**src/rtl/serial_subtractor8.sv**
```systemverilog
// Bit-serial two's-complement subtractor, D = A - B, LSB first.
// One full-adder cell fed ~B with its carry preset to 1.
module serial_subtractor8 #(
  parameter int WIDTH = 8
) (
  input  logic             clk,
  input  logic             rst,
  input  logic             start,
  input  logic [WIDTH-1:0] A,
  input  logic [WIDTH-1:0] B,
  output logic             busy,
  output logic             done,
  output logic [WIDTH-1:0] D,
  output logic             Bout,
  output logic             V
);

  localparam int CW = (WIDTH > 2) ? $clog2(WIDTH) : 1;

  typedef enum logic [1:0] {
    S_IDLE,
    S_RUN,
    S_DONE
  } state_t;

  state_t r_state;
  state_t w_next;

  logic [WIDTH-1:0] r_a;
  logic [WIDTH-1:0] r_b;
  logic [WIDTH-1:0] r_d;
  logic [CW-1:0]    r_cnt;
  logic             r_c;
  logic             r_bout;
  logic             r_v;

  logic w_acc;
  logic w_last;
  logic w_nb;
  logic w_s;
  logic w_cn;

  assign w_acc  = (r_state == S_IDLE) && start;
  assign w_last = (r_state == S_RUN) &&
                  (r_cnt == CW'(WIDTH - 1));
  assign w_nb   = ~r_b[0];
  assign w_s    = r_a[0] ^ w_nb ^ r_c;
  assign w_cn   = (r_a[0] & w_nb) |
                  (r_c & (r_a[0] ^ w_nb));

  always_ff @(posedge clk) begin
    if (rst) r_state <= S_IDLE;
    else     r_state <= w_next;
  end

  always_comb begin
    w_next = r_state;
    unique case (r_state)
      S_IDLE:  if (start) w_next = S_RUN;
      S_RUN:   if (w_last) w_next = S_DONE;
      S_DONE:  w_next = S_IDLE;
      default: w_next = S_IDLE;
    endcase
  end

  always_comb begin
    busy = 1'b0;
    done = 1'b0;
    unique case (r_state)
      S_IDLE:  busy = 1'b0;
      S_RUN:   busy = 1'b1;
      S_DONE: begin
        busy = 1'b1;
        done = 1'b1;
      end
      default: busy = 1'b0;
    endcase
  end

  always_ff @(posedge clk) begin
    if (rst) begin
      r_a    <= '0;
      r_b    <= '0;
      r_d    <= '0;
      r_cnt  <= '0;
      r_c    <= 1'b0;
      r_bout <= 1'b0;
      r_v    <= 1'b0;
    end else if (w_acc) begin
      r_a    <= A;
      r_b    <= B;
      r_d    <= '0;
      r_cnt  <= '0;
      r_c    <= 1'b1;
      r_bout <= 1'b0;
      r_v    <= 1'b0;
    end else if (r_state == S_RUN) begin
      r_a   <= r_a >> 1;
      r_b   <= r_b >> 1;
      r_d   <= {w_s, r_d[WIDTH-1:1]};
      r_c   <= w_cn;
      r_cnt <= r_cnt + CW'(1);
      // r_c here is the carry into the MSB cell
      if (w_last) begin
        r_bout <= ~w_cn;
        r_v    <= r_c ^ w_cn;
      end
    end
  end

  assign D    = r_d;
  assign Bout = r_bout;
  assign V    = r_v;

endmodule

```
**config.mk**
```make
export PLATFORM = sky130hd
export DESIGN_NAME = serial_subtractor8
export DESIGN_NICKNAME = d
export VERILOG_FILES = /design/src/rtl/serial_subtractor8.sv
export SDC_FILE = /design/constraint.sdc
export NUM_CORES = 1
export LEC_CHECK = 0
export CAP_MARGIN = 0
export CELL_PAD_IN_SITES_DETAIL_PLACEMENT = 0
export CELL_PAD_IN_SITES_GLOBAL_PLACEMENT = 1
export CORE_UTILIZATION = 41
export DETAILED_ROUTE_END_ITERATION = 16
export HOLD_SLACK_MARGIN = 0.15
export PLACE_DENSITY = 0.94
export SLEW_MARGIN = 20
export SYNTH_ARGS = -nofsm -noshare
export SYNTH_HDL_FRONTEND = slang
export SYNTH_SLANG_ARGS = --single-unit
```
**constraint.sdc**
```tcl
create_clock -name clk -period 2.75 [get_ports clk]
set_input_delay 0.6875 -clock clk [delete_from_list [all_inputs] [get_ports clk]]
set_output_delay 0.6875 -clock clk [all_outputs]
set_load 0.03 [all_outputs]
```
==> results.json <==
{
  "multi_input_area_um2": 677,
  "cp.required_ns": 2.06,
  "reg2reg_from": "r_state[1]",
  "tightest_slew_ns": 0.481,
  "core_area_um2": 3150,
  "cts_setup_buffers": 0,
  "cts.htree.levels": 2,
  "hp-class": "flop to flop",
  "crit_start": "r_state[1]",
  "globalplace.congestion": 0.681,
  "cts_tree": "built",
  "clk_path_buf_depth": 2,
  "maxCapViolCount": 0,
  "layout_min_cycle_time_ns": 2.40,
  "cts-resized-gates": 0,
  "min_from": "r_b[7]",
  "synthDistinctLibCells": 20,
  "start_util": 0.449,
  "vias_per_cell": 4.88,
  "ys_warn_count": 0,
  "fill_cells": 299,
  "pin_count": 31,
  "fmax_mhz": 416,
  "endpoint_kind": "output pin",
  "slew_violations": 0,
  "crit_chain": "inv_1 > ha_1 > clkdlybuf4s50_1",
  "status": "completed",
  "die_w_um": 60.8,
  "p_total_mw": 1.04,
  "postLayoutCoreUtil": 0.563,
  "placed_area_um2": 1710,
  "start_kind": "flop",
  "hold_viol": 0,
  "ir_drop_mv": 0.289,
  "max_slew_margin": 0.679,
  "ys_seq_area_frac": 0.453,
  "routed_wire_length_per_instance_um": 11.9,
  "synth_nets": 165,
  "seqCellArea_um2": 641,
  "grt_overflow": 0,
  "vias": 1039,
  "clock-sinks": 32,
  "synth_cells": 139,
  "clk_pin_slew_ns": 0.09,
  "cts-root-buf": "clkbuf_4",
  "synth.avg_cell_area_um2": 10.2,
  "rsz0062_at_grt": "false",
  "tns_ns": 0,
  "stdcell_area_um2": 1780,
  "n_antenna_cell": 0,
  "cp.arrival_ns": 1.71,
  "p_leak_nw": 0.656,
  "grt_use_total": 0.158,
  "ant_nets": 0,
  "rows": 20,
  "drive_gt1_frac": 0.0592,
  "worstSetupPathType": "flop to output pin",
  "drc": 0,
  "synth_seq_cells": 32,
  "final_nets": 195,
  "hpwl_mm": 1.82,
  "fin_skew_ns": 0.00345,
  "antenna_found_initial": 0,
  "grt_pass1_wl_mm": 4.09,
  "syn_to_final_growth_pct": 25.5,
  "die_y_um": 60.8,
  "drt_iter0_markers": 20,
  "setup_violations": 0,
  "power_density_nw_per_um2": 585,
  "fin_crit_sh": 0.873,
  "drtPass1Iterations": 4,
  "insertion_delay_ns": 0.32,
  "grt_max_degree": 33,
  "syn_area_um2": 1420,
  "cts_buffers": 5,
  "wirelength_mm": 2.54,
  "portBuffers": 30,
  "grt_pass1_vias": 927,
  "critPathMaxStageDelay_ns": 0.66,
  "hold_buffers": 0,
  "crit_path_max_fanout": 3,
  "critPathSlowestCell": "clkdlybuf4s50_1",
  "die-area_um2": 3690,
  "hold_ws_ns": 0.504
}
[worst paths after layout]
check | slack (ns) | cells after the start | endpoint
hold reg to reg | 0.50 | 2 | r_b[7]
setup / recovery | 0.35 | 3 | busy
setup reg to reg | 1.21 | 6 | r_state[0]
hold / removal | 0.50 | 2 | r_b[7]
[Yosys cell counts]
cell,number,area share
a211oi_1,15,0.080
a21o_1,1,0.0053
a21oi_1,7,0.025
a311oi_1,2,0.012
buf_1,1,0.0026
buf_12,1,0.014
buf_2,5,0.018
buf_4,1,0.0053
buf_6,1,0.0080
buf_8,1,0.011
dfxtp_1,32,0.45
fa_1,1,0.014
ha_1,6,0.053
inv_1,4,0.011
mux2i_1,25,0.18
nand2_1,1,0.0026
nand2b_1,3,0.013
nand3_1,5,0.018
nor2_1,25,0.066
xnor2_1,2,0.012
[critical path: cells and delay by family, from the launching register on]
family | cells | cell delay (ns)
fa+ha+maj | 1 | 0.28
flops | 1 | 0.37
buf+inv | 2 | 0.75
[cells by family (layout without fill, tap and decap cells)]
family	count (synthesis)	after routing	share of synthesized area
simple gates	34	34	0.0999
flops	32	32	0.453
compound gates	25	25	0.122
mux	25	25	0.177
buf+inv	14	44	0.0690
fa+ha+maj	7	7	0.0672
xor+xnor	2	2	0.0124
[layout by cell type (no fill, tap or decap), types with 3 or more instances in the layout]
| cell | synthesis | routed |
|---|---|---|
| a211oi_1 | 15 | 15 |
| buf_4 | 1 | 3 |
| a21oi_1 | 7 | 7 |
| nor2_1 | 25 | 25 |
| mux2i_1 | 25 | 25 |
| nand2b_1 | 3 | 3 |
| inv_1 | 4 | 4 |
| dfxtp_1 | 32 | 32 |
| ha_1 | 6 | 6 |
| nand3_1 | 5 | 5 |
| clkdlybuf4s50_1 | 0 | 30 |
| clkbuf_4 | 0 | 5 |
[per-stage QoR]
stage	std cells	setup WS (ns)
after floorplan	139	1.24
after detailed placement	206	0.691
after CTS	213	0.316
final	213	0.348
after global placement	206	0.746
after global routing	213	0.247
[report_power, final]
part	switching, mW	total [mW]	leakage [nW]	internal, mW
clock	0.147	0.292	0.0374	0.145
combinational	0.117	0.226	0.357	0.109
sequential	0.0214	0.521	0.262	0.500
total	0.286	1.04	0.656	0.753
[state kept, by name, summed over array words and instances (netlist names)]
register	cells
V	1
D	8
r_state	2
r_c	1
r_cnt	3
r_a	8
r_b	8
Bout	1
[layer usage]
metal,global-route usage,share of wire,vias to the layer above
met5,0,0,-
met4,0.107,0.018,0
met3,0.0448,0.030,4
met2,0.253,0.49,16
met1,0.184,0.46,474
li1,-,-,545
[cell type report]
| type | count | area share |
|---|---|---|
| Tap cell | 44 | 0.0310 |
| Clock buffer | 7 | 0.0366 |
| Timing Repair Buffer | 33 | 0.182 |
| Inverter | 4 | 0.00846 |
| Sequential cell | 32 | 0.361 |
| Multi-Input combinational cell | 93 | 0.381 |
No activity file was read; power rests on OpenSTA's default activity.
